<file path="src/rtl/mem_bus_arbiter.sv">
// Two-master arbiter for a shared memory port: a fetch (instruction) bus and
// a memory-stage (data) bus compete for one memory port. Data wins by
// default. A small counter stops a stream of data requests from starving a
// waiting fetch indefinitely.

package mem_bus_arbiter_pkg;

  typedef logic [31:0] addr_t;

  typedef enum logic [2:0] {
    MSIZE1 = 3'd0,
    MSIZE2 = 3'd1,
    MSIZE4 = 3'd2,
    MSIZE8 = 3'd3
  } msize_t;

  // Fetch side: 32-bit read-only word accesses.
  typedef struct packed {
    logic  valid;
    addr_t addr;
  } ibus_req_t;

  typedef struct packed {
    logic        addr_ok;
    logic        data_ok;
    logic [31:0] data;
  } ibus_resp_t;

  // Memory-stage side, also the format of the shared memory port.
  typedef struct packed {
    logic        valid;
    addr_t       addr;
    msize_t      size;
    logic [7:0]  strobe;
    logic [63:0] data;
  } dbus_req_t;

  typedef struct packed {
    logic        addr_ok;
    logic        data_ok;
    logic [63:0] data;
  } dbus_resp_t;

endpackage

module mem_bus_arbiter
  import mem_bus_arbiter_pkg::*;
#(
  parameter int unsigned STARVE_LIMIT = 4
) (
  input  logic       clk,
  input  logic       reset,
  input  ibus_req_t  ireq,
  output ibus_resp_t iresp,
  input  dbus_req_t  dreq,
  output dbus_resp_t dresp,
  output dbus_req_t  mreq,
  input  dbus_resp_t mresp
);

  // The starvation counter is only 3 bits wide, so the limit must fit in it
  // and a limit of zero would lock data out entirely.
  generate
    if (STARVE_LIMIT == 0 || STARVE_LIMIT > 7) begin : g_bad_starve_limit
      $error("mem_bus_arbiter: STARVE_LIMIT must lie in 1..7");
    end
  endgenerate

  localparam logic [2:0] LIMIT = 3'(STARVE_LIMIT);

  typedef enum logic [1:0] {
    IDLE   = 2'd0,
    BUSY_I = 2'd1,
    BUSY_D = 2'd2
  } state_t;

  state_t     state;
  logic [2:0] starve_cnt;

  logic starved;
  logic win_i;
  logic win_d;
  logic own_i;
  logic own_d;

  // A fetch is widened onto the memory port as a 4-byte read.
  function automatic dbus_req_t fetch_to_mem(input ibus_req_t r);
    dbus_req_t m;
    m       = '0;
    m.valid = r.valid;
    m.addr  = r.addr;
    m.size  = MSIZE4;
    return m;
  endfunction

  // Arbitration decision for a fresh transaction: data first unless the fetch
  // has waited through STARVE_LIMIT consecutive data grants.
  always_comb begin
    // NOTE: every signal gets a default before any branch, so no path leaves
    // it unassigned and no latch is inferred.
    starved = (starve_cnt == LIMIT);
    win_d   = 1'b0;
    win_i   = 1'b0;
    if (dreq.valid && !(ireq.valid && starved)) begin
      win_d = 1'b1;
    end else if (ireq.valid) begin
      win_i = 1'b1;
    end
  end

  // Current owner of the memory port: the fresh winner in IDLE, otherwise the
  // requester whose transaction is in flight.
  always_comb begin
    own_i = 1'b0;
    own_d = 1'b0;
    case (state)
      IDLE: begin
        own_i = win_i;
        own_d = win_d;
      end
      BUSY_I:  own_i = 1'b1;
      BUSY_D:  own_d = 1'b1;
      default: ;
    endcase
  end

  // Port muxing and response routing; everything is held at zero during reset
  // so nothing leaks onto either bus before the first edge.
  always_comb begin
    mreq  = '0;
    iresp = '0;
    dresp = '0;
    if (reset) begin
      // An owner that dropped valid mid-transaction is still forwarded as-is.
      if (own_d) begin
        mreq = dreq;
      end else if (own_i) begin
        mreq = fetch_to_mem(ireq);
      end

      iresp.addr_ok = own_i & mresp.addr_ok;
      iresp.data_ok = own_i & mresp.data_ok;
      iresp.data    = ireq.addr[2] ? mresp.data[63:32] : mresp.data[31:0];

      dresp.addr_ok = own_d & mresp.addr_ok;
      dresp.data_ok = own_d & mresp.data_ok;
      dresp.data    = mresp.data;
    end
  end

  // Grant FSM and starvation counter. A grant whose data_ok arrives in the
  // same cycle completes without leaving IDLE; otherwise the grant is held
  // until data_ok and the next transaction re-arbitrates in IDLE.
  always_ff @(posedge clk or negedge reset) begin
    // NOTE: state registers use non-blocking assignments so every register
    // samples pre-edge values regardless of statement order.
    if (!reset) begin
      state      <= IDLE;
      starve_cnt <= '0;
    end else begin
      case (state)
        IDLE: begin
          if (win_d) begin
            if (ireq.valid) begin
              starve_cnt <= (starve_cnt >= LIMIT) ? LIMIT : starve_cnt + 3'd1;
            end else begin
              starve_cnt <= '0;
            end
            if (!mresp.data_ok) state <= BUSY_D;
          end else if (win_i) begin
            starve_cnt <= '0;
            if (!mresp.data_ok) state <= BUSY_I;
          end
        end
        BUSY_I, BUSY_D: begin
          if (mresp.data_ok) state <= IDLE;
        end
        default: state <= IDLE;
      endcase
    end
  end

endmodule

</file>
<file path="config.mk">
export PLATFORM = sky130hd
export DESIGN_NAME = mem_bus_arbiter
export DESIGN_NICKNAME = d
export VERILOG_FILES = /design/src/rtl/mem_bus_arbiter.sv
export SDC_FILE = /design/constraint.sdc
export NUM_CORES = 1
export LEC_CHECK = 0
export BUFFER_PORTS_ARGS = -buffer_cell sky130_fd_sc_hd__buf_2
export CAP_MARGIN = 10
export CORE_AREA = 2 2 164 166
export CTS_BUF_LIST = sky130_fd_sc_hd__clkbuf_8
export CTS_CLUSTER_SIZE = 10
export DETAILED_ROUTE_END_ITERATION = 16
export DIE_AREA = 0 0 166 168
export PLACE_DENSITY_LB_ADDON = 0.12
export SYNTH_ARGS = -nofsm -noshare
export SYNTH_HDL_FRONTEND = slang
export SYNTH_SLANG_ARGS = --single-unit
</file>
<file path="constraint.sdc">
create_clock -name clk -period 3.13 [get_ports clk]
set_clock_uncertainty 0.15 [all_clocks]
set_input_delay 0.626 -clock clk [delete_from_list [all_inputs] [get_ports clk]]
set_output_delay 0.626 -clock clk [all_outputs]
set_load 0.02 [all_outputs]
</file>
**Yosys cells after proc, flatten, opt, wreduce, memory -nomap -nowiden**

Index checks and enable logic that the tools add are counted.

- Eq/ne operators: 7
- Multiplexer cells: 21
- $add $sub $neg: 1
- Bitwise operators: 4
- Order comparisons: 1
- Reduce and logical (&&, ||, !) cells: 8

Operators by type and width:

| cell | count |
|---|---|
| $mux W108 | 3 |
| $mux W66 | 1 |
| $mux W34 | 1 |
| $mux W32 | 1 |
| $mux W3 | 4 |
| $mux W2 | 5 |
| $ne A3 B3 Y1 const B | 3 |
| $and A1 B1 Y1 | 4 |
| $pmux W1 S2 | 2 |
| $pmux W2 S2 | 1 |
| $reduce_and A4 Y1 | 1 |
| $add A3 B1 Y3 const B | 1 |
| $eq A3 B3 Y1 const B | 1 |
| $ge A3 B3 Y1 const B | 1 |
| $mux W1 | 3 |
| $eq A2 B1 Y1 const B | 1 |
| $eq A2 B2 Y1 const B | 1 |
| $logic_and A1 B1 Y1 | 2 |
| $logic_not A2 Y1 | 1 |
| $ne A2 B2 Y1 const B | 1 |
| $reduce_and A2 Y1 | 1 |
| $reduce_bool A2 Y1 | 1 |
| $reduce_or A2 Y1 | 1 |
| $logic_not A1 Y1 | 1 |

- Output and inout port bits: 208
- Input bits: 209
- Register bits after elaboration: 5
- Word-level logic and storage cells: 44

**Longest topological paths before layout**

Gate-level depths: netlist of run 1.

- Depth after elaboration: 9
- Mapped depth: 9
- Mapped depth without buffers: 5

**Least setup slack after synthesis of run 1**

No wires, ideal clock.

- Kind: in2out
- Start: in dreq[107] (netlist bit)
- End: out mreq[75] (netlist bit)
- Slack: 332 ps
- Data required time: 2,354 ps
- Arrival time: 2,022 ps
- Stages: 7
- Buffers on the path: 4
- Path through: buf_6 a21o_1 buf_2 and2_4 buf_6 clkbuf_1 o31ai_1

RTL lines:

| element | RTL line | RTL |
|---|---|---|
| start: declaration | 55 | `input dbus_req_t dreq,` |
| end: declaration | 57 | `output dbus_req_t mreq,` |

==> flow_results.org, run 1 <==
** Status
- The flow ran to the end, and the final reports show no timing, DRC or antenna violations.

** Worst setup path
- In this run the worst path has a maximum fanout of 31.
- For this design, the slowest cell found on the critical path is dfrtp_1.
- By startpoint and endpoint, the worst setup path is classified as reg -> out.
- Maximum cell stage delay along the critical path :: between 300 and 400 ps
- Data required time of the critical path :: ~2400 ps
- Critical Path, Cell by Cell :: inv_1, ha_1, nand4b_4, and2_4, buf_4, and3_1, buf_2
- Nature of the critical path startpoint :: register
- STA classifies the critical path endpoint as an output pin.
- For the worst setup path, the data arrival time is about 2100 ps.

** Layout
- Layout cell share with drive strength beyond 1 :: 0.5944
- From synthesis to final layout, the design area changed by 90.49%.
- In the layout the commonest cells are buf_2, and3_1, and2_1.
- Final Net Count :: about 1000
- End-of-flow core utilization :: 0.1988
- Non-filler instance count after layout :: approximately 1100
- Most common library cell in the layout ignoring fill and taps :: buf_2

** Clock tree
- Maximum clock insertion buffer count :: 2
- TritonCTS built the clock tree.
- In this run, CTS created clock tree buffers numbering 3.
- CTS root buffer :: clkbuf_8
- The clock reaches the later pin of the worst-skew pair after 220 ps.
- Clock-pin slew of the registers on the worst-case setup and hold paths :: 40 ps
- Post_cts resized :: 0
- Clock sink count :: 5
- In this run the post-CTS setup repair buffer count came out at 0.
- The number of hold buffers added after CTS was 0.
- H-Tree Depth :: 1

** Pwr
- Register share of total power :: 0.047
- Sw frac :: 0.6089
- The share of total power dissipated in combinational logic is 0.901.
- Of the total power, the clock network draws 0.052.
- Power Internal :: slightly above 0.0009 W
- The analysis attributes to cell leakage a power of around 3.3 nW.
- Dividing total power by cell area gives a power density of between 400 and 500 nW/µm².
- IR drop worst, VDD :: ~0.19 mV
- Summed over all nets, the switching power comes to approximately 0.0014 W.
- The design draws 0.002335 W.

** Synth
- Number of warnings issued by yosys :: 0
- Synthesis produced a netlist whose cell count is 408.
- In this run, synthesis produced a sequential element count of 5.
- Mapped Avg Cell Area :: slightly below 7 µm²
- Cell area after technology mapping :: between 2000 and 3000 µm²
- Share of synthesized area occupied by flip-flops and latches :: 0.04550
- Syn_nets :: ~620
- The synthesized netlist contains 34 unique library cells.

** Timing
- Count of final setup violators :: 0
- Based on the critical path, the design can be clocked at up to ~340 MHz.
- Setup repair after global routing left no endpoint under its margin.
- The worst pin sits at a relative slew slack of 0.7030.
- Clock period minus final worst setup slack :: a little under 3000 ps
- Worst Setup Slack, final :: roughly 210 ps
- Tightest Pin Transition :: between 400 and 500 ps
- Final critical-path share of the clock period :: 0.9319
- Setup total negative slack on the finished layout was measured at 0 ps.
- The max-slew violation count was 0.
- Final Hold Violating Endpoints :: 0

** Place
- Including well taps, the total number of placed cells is roughly 1100.
- Count of input and output buffers :: 416
- Final GP Congestion :: 0.7455
- Setup slack at placement :: around 330 ps
- Final HPWL DP :: 14260 µm

** Drt
- After detailed routing, the wire length on met1 is around 6300 µm.
- DRC violation count after routing :: 0
- Across all layers, the routed design uses 4507 vias.
- Initial DRT Pass Iterations :: 4
- Uppermost layer routed :: met5
- Wire length on met3 :: about 1600 µm
- Detailed Route WL :: roughly 17000 µm
- Average via count per standard cell :: approximately 4
- After detailed routing, the average wire length per cell comes to approximately 15 µm.
- Drt first-iter violations :: roughly 110
- Once detail routing completed, the nets flagged for antenna violations numbered 0.
- Detailed routing placed a total of around 9400 µm of wire on met2.

** Global route
- Entering global routing, the biggest net connects 91 pins.
- The number of antenna violations at the first check in global routing was 2.
- Wire length of the first global-routing pass :: between 20000 and 30000 µm
- In the global route stage, overall resource usage came out at 0.1132.
- After global routing the overflow that remains totals 0.
- Vias in the first global route :: roughly 4500

** Job
- Max-cap violations in this run came to 0.

** Die
- Core Footprint :: between 20000 and 30000 µm²
- For this configuration, the core starts out at a cell density of 0.1044.
- The floorplan step defined a die boundary enclosing roughly 28000 µm².
- Y dimension of the die :: about 170 µm
- From left edge to right edge, the die measures roughly 170 µm.
- During I/O placement, the number of pins put on the boundary was 417.
- After floorplanning, the core was divided into 60 placement rows.

** Hold path
- Worst min-delay path category :: in -> async
## sequential cells by signal (all words and copies together), names as in the netlist
signal,flops
state,2
starve_cnt,3
## through the flow
step / hold WS [ps] / cell area (µm²)
2_1_floorplan: 180.4 / 2750
3_3_place_gp: 357.6 / 5191
3_5_place_dp: 344.9 / 5191
4_1_cts: 278.3 / 5236
5_1_grt: 288.9 / 5239
6_report: 254.5 / 5239
## area by class of cell
| type | instances | area (µm²) |
|---|---|---|
| diodes | 1 | 2.502 |
| multi-input cells | 343 | 2354 |
| repair buffers | 432 | 2267 |
| fillers | 3070 | 21110 |
| inverters | 5 | 18.77 |
| clock inverters | 1 | 3.754 |
| well taps | 341 | 426.7 |
| flip-flops and latches | 5 | 125.1 |
| clock buffers | 3 | 41.29 |
## worst paths after layout
| check | end | startpoint | slack [ps] | cells after the start |
|---|---|---|---|---|
| min in group clk | starve_cnt[0] | starve_cnt[0] | 350 | 2 |
| worst max-delay path | mreq[43] | state[0] | 210 | 7 |
| worst max register to register | state[0] | state[0] | 1390 | 6 |
| worst min-delay path | state[0] | reset | 250 | 2 |
| worst min register to register | starve_cnt[0] | starve_cnt[0] | 350 | 2 |
| max in group asynchronous | starve_cnt[1] | reset | 2170 | 2 |
## synth_stat cells (all sizes together)
cell | instances | area share
a22oi | 1 | 0.0027
nand4 | 33 | 0.075
o211ai | 1 | 0.0027
clkbuf | 41 | 0.056
nand4b | 1 | 0.0086
nor3b | 1 | 0.0027
and3 | 75 | 0.17
a22o | 1 | 0.0032
inv | 5 | 0.0068
mux2i | 33 | 0.12
o31a | 1 | 0.0032
nand3 | 1 | 0.0018
and3b | 1 | 0.0032
dfrtp | 5 | 0.045
a21bo | 1 | 0.0036
o21ai | 4 | 0.0073
a211oi | 1 | 0.0027
nor2 | 37 | 0.050
buf | 14 | 0.039
a21o | 1 | 0.0027
and2 | 66 | 0.15
ha | 5 | 0.023
a21oi | 1 | 0.0018
nand2 | 40 | 0.055
a31oi | 1 | 0.0045
and4b | 1 | 0.0036
o31ai | 32 | 0.14
a32o | 1 | 0.0036
a31o | 1 | 0.0032
nor2b | 2 | 0.0045
## metal layers
layer | up-vias | global-route usage
li1 | 2210 | -
met1 | 2026 | 0.1166
met2 | 261 | 0.2342
met3 | 8 | 0.02821
met4 | 2 | 0.01172
met5 | - | 0
## logic make-up (layout without fill, tap and decap cells)
group,after synthesis,in the layout,synth area share
and+or+nand+nor,258,258,0.5264
buffers and inverters,60,441,0.1019
AOI/OAI and AO/OA,47,47,0.1834
other,0,1,0
DFF,5,5,0.04550
adders and majority gates,5,5,0.02275
muxes,33,33,0.1201
## power groups by stage
stage	logic, W	registers [W]	clock network, W
5_1_grt	0.00228	0.000113	0.000126
2_1_floorplan	0.00139	0.000105	0
4_1_cts	0.00214	0.000110	0.000124
6_report	0.00210	0.000109	0.000122
3_3_place_gp	0.00216	0.000112	0
3_5_place_dp	0.00213	0.000110	0
## critical path: cells and delay by family, from the launching register on
family | cells | cell delay, ps
adder cells (fa/ha/maj) | 1 | 220
flip-flops | 1 | 390
buffers and inverters | 3 | 590
AND/OR/NAND/NOR | 3 | 700
Power figures use the tool's default switching activity.
==> run 2, diff against run 1 <==
==> constraint.sdc (replaced) <==
create_clock -name clk -period 3.13 [get_ports clk]
set_clock_uncertainty 0.15 [all_clocks]
set_input_delay 0.1565 -clock clk [delete_from_list [all_inputs] [get_ports clk]]
set_output_delay 0.1565 -clock clk [all_outputs]
set_load 0.02 [all_outputs]
==> flow_results.org, run 2 (synthesized netlist as in run 1, its figures left out) <==
** Status
- The run finished with clean final reports.

** Drt
- DRC violation count after routing :: 0
- Via Count :: between 4000 and 5000
- Detailed Route WL :: approximately 17000 µm
- Average via count per standard cell :: 3.996
- The count of nets left with antenna violations once routing finished came out at 0.
- The detailed router finished its first iteration with 128 violations.
- Initial DRT Pass Iterations :: 4
- In the final routed layout, each cell accounts on average for about 15 µm.

** Timing
- The clock period could shrink to 2437 ps.
- Setup violations remaining at the end of the flow were counted as 0.
- The max-slew violation count is 0.
- Unrepaired setup endpoints after global routing :: false
- Tightest Pin Transition :: about 630 ps
- The number of hold violations in the final report is 0.
- Relative slew slack :: 0.5805
- Setup TNS after final layout :: 0 ps
- Timing would allow up to roughly 410 MHz.
- Final critical-path share of the clock period :: 0.7787

** Layout
- Ranked by flip-flop count, first place goes to starve_cnt.
- The count of cells in the finished layout, fillers not included, comes to between 1000 and 1500.
- Most used cells in the layout excluding fill and tap cells :: buf_2, and3_1, and2_1
- Count of antenna diodes in the layout :: 0
- Count of filler cells inserted in the layout :: about 3100
- Largest registers ranked by flip-flop count :: starve_cnt: 3 flops, state: 2 flops
- Max FFs per register :: 3
- Of the cells placed in the final design, the portion with a size suffix greater than 1 is 0.5913.
- Most common library cell in the layout ignoring fill and taps :: buf_2
- Final Net Count :: around 1000
- Layout overhead on the synthesized area :: 88.31%

** Worst setup path
- In this run the critical register-to-register path is launched from state[1].
- Data required time of the critical path :: 2820 ps
- The worst setup path is of the reg -> out kind.
- The worst setup path is launched from a register.
- Critical Path, Cell by Cell :: inv_1, ha_1, nand4b_4, and2_4, buf_12, o31ai_2, buf_2
- Critical Path End :: mreq[77]
- RR Endpoint :: state[0]
- In this design, the largest share of critical-path delay is due to buffers and inverters.
- Max FO, Critical Path :: 45
- Data on the critical path arrives at its endpoint at 2130 ps.
- Worst Reg-to-Reg Cells :: 6
- Register-to-Register Setup Slack :: 1370 ps
- Together, buffers and inverters on the worst path number 3.
- For this design, the slowest cell found on the critical path is dfrtp_1.
- Crit path depth :: 7
- Maximum cell stage delay along the critical path :: ~380 ps
- The worst setup path is captured at an output pin.
- In this run the worst setup path begins at starve_cnt[0].

** Pwr
- Clock network fraction of design power :: 0.051
- Sw frac :: 0.6148
- The analysis attributes to cell leakage a power of around 3.2 nW.
- Power Internal :: just under 0.0009 W
- Total design power :: 0.002292 W
- Logic pwr share :: 0.902
- VDD sags by at most about 0.28 mV.
- Cell area power density :: about 440 nW/µm²
- The share of total power dissipated in sequential elements is 0.047.
- In this run the power spent charging and discharging nets is around 0.0014 W.

** Global route
- The total overflow left after global routing is 0.
- Wire length of the first global-routing pass :: around 26000 µm
- Vias in the first global route :: 4372
- Pin count of the biggest net entering global routing :: 83
- The number of antenna violations at the first check in global routing came to 1.
- Across every metal layer, demand over resource in global routing totals 0.1148.

** Die
- The initial utilization of the core area, before any placement, comes to 0.1044.
- During I/O placement, the number of pins put on the boundary was 417.
- Floorplan die width :: roughly 170 µm
- The total area inside the core boundary comes to approximately 26000 µm².
- The floorplan step defined a die boundary enclosing around 28000 µm².
- In this run the core area contains 60 standard-cell rows.
- In this run the vertical extent of the chip is roughly 170 µm.

** Clock tree
- Clock buffer count from CTS :: 3
- The longest clock path from root to sink contains 2 buffers.
- Count of buffers added by post-CTS timing repair for setup :: 0
- Post_cts resized :: 0
- H-Tree Depth :: 1
- Worst skew pair latency :: 220 ps
- Hold repair after CTS inserted 0 buffers.
- CTS saw 5 sinks.
- CTS root buffer :: clkbuf_8
- After clock tree synthesis, the clock-pin slew on the worst setup and hold paths is approximately 40 ps.
- Clock tree from TritonCTS :: built

** Place
- Final HPWL DP :: around 14000 µm
- Count of input and output buffers :: approximately 420
- Final GP Congestion :: about 0.73
- Including well taps, the total number of placed cells is 1120.

** Job
- Max-cap violations in this run came to 0.

** Hold path
- The min-delay analysis places its worst path in the category in -> async.
==> run 2: layer usage <==
metal | track usage | wire length, µm | up-vias
met2 | 0.2304 | 9298 | 269
met1 | 0.1220 | 6255 | 2015
met4 | 0.01626 | 163 | 0
met5 | 0 | 0 | -
li1 | - | - | 2196
met3 | 0.02891 | 1610 | 11
==> run 2: worst min-delay path by stage <==
stage	end	from	slack (ps)
3_3_place_gp	starve_cnt[0]	starve_cnt[0]	340
3_5_place_dp	starve_cnt[0]	reset	330
2_1_floorplan	starve_cnt[0]	reset	-290
4_1_cts	starve_cnt[0]	reset	100
6_report	starve_cnt[0]	reset	90
5_1_grt	state[1]	reset	150
==> run 2: final cells by class <==
| class | instances | area (µm²) | share of cell area |
|---|---|---|---|
| multi-input cells | 343 | 2354 | 0.4545 |
| well taps | 341 | 426.7 | 0.08239 |
| clock inverters | 1 | 3.754 | 0.0007248 |
| inverters | 5 | 18.77 | 0.003624 |
| flip-flops and latches | 5 | 125.1 | 0.02416 |
| clock buffers | 3 | 41.29 | 0.007973 |
| repair buffers | 426 | 2210 | 0.4267 |
==> run 2: worst register-to-register path: cells and delay by family, from the launching register on <==
| family | cells | cell delay [ps] |
|---|---|---|
| AOI/OAI and AO/OA | 1 | 210 |
| adders and majority gates | 1 | 160 |
| buffers and inverters | 2 | 270 |
| DFF | 1 | 400 |
| and+or+nand+nor | 2 | 460 |
==> run 2: through the flow <==
stage	utilization	hold slack [ps]	setup WS, ps	instance area, µm²
floorplan	-	-289.1	905.8	2750
global placement	0.1948	343.0	883.0	5134
detailed placement	0.1948	332.5	894.9	5134
CTS	0.1965	95.35	655.8	5179
global route	0.1965	154.8	536.3	5179
finish	0.1965	94.70	692.6	5179
==> run 2: power by group through the flow <==
stage	sequential [W]	clock [W]	combinational, W
after floorplan	0.000105	0	0.00139
after global placement	0.000109	0	0.00213
after detailed placement	0.000109	0	0.00210
after CTS	0.000108	0.000120	0.00211
after global routing	0.000110	0.000126	0.00225
final	0.000108	0.000117	0.00207
==> run 3, diff against run 2 <==
Clock period 3.13 ns to 2.3 ns, I/O delays scaled along.
==> flow_results.org, run 3 (synthesized netlist as in run 1, its figures left out) <==
** Pwr
- Leakage :: approximately 3.3 nW
- Dividing total power by cell area gives a power density of between 600 and 700 nW/µm².
- IR drop worst, VDD :: 0.3372 mV

** Drt
- Dividing the detail-routed wire length by the instance count gives ~16 µm.
- Via Count :: between 4000 and 5000
- The detailed router finished its first iteration with approximately 170 violations.
- After detailed routing, the total wire length is ~18000 µm.
- Final ANT Viol Nets :: 0
- The first detailed-routing pass ran for 4 iterations.
- In the routed design, unresolved DRC markers number 0.
- Dividing the detail-routed via count by the number of cells gives around 4.

** Clock tree
- Clock tree from TritonCTS :: built
- The tree built by TritonCTS fans out to 5 sinks.
- CTS built an H-tree with a depth of 1.
- In this run, CTS created clock tree buffers numbering 3.
- In this run the clock root is driven by a clkbuf_8.
- Maximum clock insertion buffer count :: 2
- Worst skew pair latency :: 220 ps
- Clock-pin slew of the registers on the worst-case setup and hold paths :: around 30 ps

** Hold path
- The worst hold path terminates at state[1].
- Worst min-delay path category :: in -> reg
- Counting instances, the worst hold path has a depth of 3.
- In this run the most critical hold path is launched from dreq[107].

** Layout
- Layout overhead on the synthesized area :: 97.59%
- Layout cell share with drive strength beyond 1 :: 0.5972
- Most flops, register :: starve_cnt
- Count of filler cells inserted in the layout :: about 3000
- Largest registers ranked by flip-flop count :: starve_cnt: 3 flops, state: 2 flops
- The register with the most flip-flops in the layout has 3 of them.
- In the layout the commonest cells are buf_2, and3_1, and2_1.
- Non-filler instance count after layout :: ~1100
- After the last flow step, the layout net total stands at about 1000.
- The library cell used most frequently in the layout, excluding fill and tap cells, is buf_2.

** Timing
- Final critical-path share of the clock period :: 0.9602
- Final Hold Violating Endpoints :: 0
- Tightest Pin Transition :: around 650 ps
- The max-slew violation count is 0.
- Headroom to the max-slew limit came out at 0.5665.
- Based on the critical path, the design can be clocked at up to around 450 MHz.
- The worst path in the final design needs a cycle of about 2200 ps, including I/O delays and setup.
- Unrepaired setup endpoints after global routing :: false
- Setup violations remaining at the end of the flow were counted as 0.
- In the final timing run, aggregate negative setup slack is 0 ps.

** Die
- Std-Cell Rows :: 60
- The die is 166 µm wide.
- The initial utilization of the core area, before any placement, comes to 0.1044.
- After floorplanning, the core was sized to cover ~26000 µm².
- Die ar. :: between 20000 and 30000 µm²
- Number of top-level design ports :: about 420
- In this run the vertical extent of the chip is 168 µm.

** Worst setup path
- Beginning of the worst register-to-register path :: state[1]
- Nature of the critical path startpoint :: register
- For this design, the slowest cell found on the critical path is dfrtp_1.
- STA classifies the critical path endpoint as an output pin.
- Data arrival time of the worst path :: around 1900 ps
- For the worst setup path, the data required time is ~2000 ps.
- Walking the worst path, the cells encountered are inv_1, ha_2, nand4b_4, and2_4, buf_4, buf_8, and3_1, buf_2.
- For this run, the slowest stage of the critical path takes 390 ps.
- Max FO, Critical Path :: 14
- Worst Path Class, Setup :: reg -> out
- RR Endpoint :: state[0]
- Counting cells, the worst reg-to-reg path comes to 6.
- In this run the register-to-register setup slack is 530 ps.

** Global route
- After global routing the overflow that remains totals 0.
- Antenna violations before repair :: 2
- Pin count of the biggest net entering global routing :: 89
- For this run, the total global-route usage over all layers was measured as 0.1118.
- The first global-routing pass estimated roughly 25000 µm of wire.
- Vias in the first global route :: 4340

** Place
- Number of instances in the placed design :: ~1100
- Detailed placement ended at an HPWL of between 10000 and 15000 µm.
- The congestion estimate from routability-driven global placement came to approximately 0.74.
- During placement, the flow inserted port buffers numbering 416.

** Status
- The flow ran to the end, and the final reports show no timing, DRC or antenna violations.

** Job
- # Max-Cap Violations :: 0
-- run 3: cell types whose count changed in the layout (fill, tap and decap cells not counted), sizes merged --
cell | before | now
buf | 426 | 433
clkbuf | 3 | 4
diode | 0 | 1
dlygate4sd3 | 0 | 1
-- run 3: critical path: cells and delay by family, from the launching register on --
| kind | cells | cell delay [ps] |
|---|---|---|
| adder cells (fa/ha/maj) | 1 | 190 |
| buffers and inverters | 4 | 550 |
| flip-flops | 1 | 390 |
| AND/OR/NAND/NOR | 3 | 590 |
-- run 3: per-layer routing --
metal  wire (µm)  GRT usage  part of all wire  vias up
li1            -          -                 -     2218
met1        6427     0.1139              0.36     2059
met2        9657     0.2271              0.54      258
met3        1544    0.02915             0.087        8
met4         174    0.02155            0.0098        2
met5          16          0           0.00090        -
-- run 3: final cells by class --
cell class / instances / area [µm²] / share of cell area
clock inverters: 1 / 3.754 / 0.0006908
well taps: 341 / 426.7 / 0.07852
flip-flops and latches: 5 / 125.1 / 0.02303
inverters: 5 / 18.77 / 0.003454
diodes: 1 / 2.502 / 0.0004605
repair buffers: 435 / 2404 / 0.4423
clock buffers: 3 / 41.29 / 0.007598
multi-input cells: 343 / 2412 / 0.4439
-- run 3: power breakdown --
part	switching, W	leakage, nW	internal (W)
Clock	0.0000406	0.0269	0.000114
Combinational	0.00199	3.23	0.00123
Sequential	0.0000265	0.0665	0.000120
Total	0.00206	3.33	0.00146
-- run 3: how the worst max path moves through the flow --
stage	startpoint	to	slack, ps	cells after the start
2_1_floorplan	state[0]	mreq[75]	120	8
3_3_place_gp	starve_cnt[0]	mreq[77]	250	7
3_5_place_dp	state[0]	mreq[77]	210	7
4_1_cts	state[0]	mreq[40]	20	7
5_1_grt	state[0]	mreq[10]	2	8
6_report	state[0]	mreq[0]	90	8
-- run 3: stage by stage --
stage	total power, W	hold slack (ps)	setup WS (ps)	util	cell area (µm²)
finish	0.003517	136.1	91.64	0.2062	5434
global route	0.003786	166.3	2.237	0.2062	5434
CTS	0.003241	140.4	16.75	0.1995	5258
detailed placement	0.003048	-16.25	211.8	0.1968	5186
global placement	0.003072	-14.72	245.3	0.1968	5186
floorplan	0.002032	-330.6	117.3	-	2750
-- run 3: timing repair --
action | in CTS | in global routing
cloned | 0 | 3
pin swaps | 0 | 2
endpoints found under the hold margin | 5 | 0
hold buffers | 1 | 0
resized for setup | 6 | 22
setup endpoints to repair | 12 | 92
buffers inserted | 0 | 3
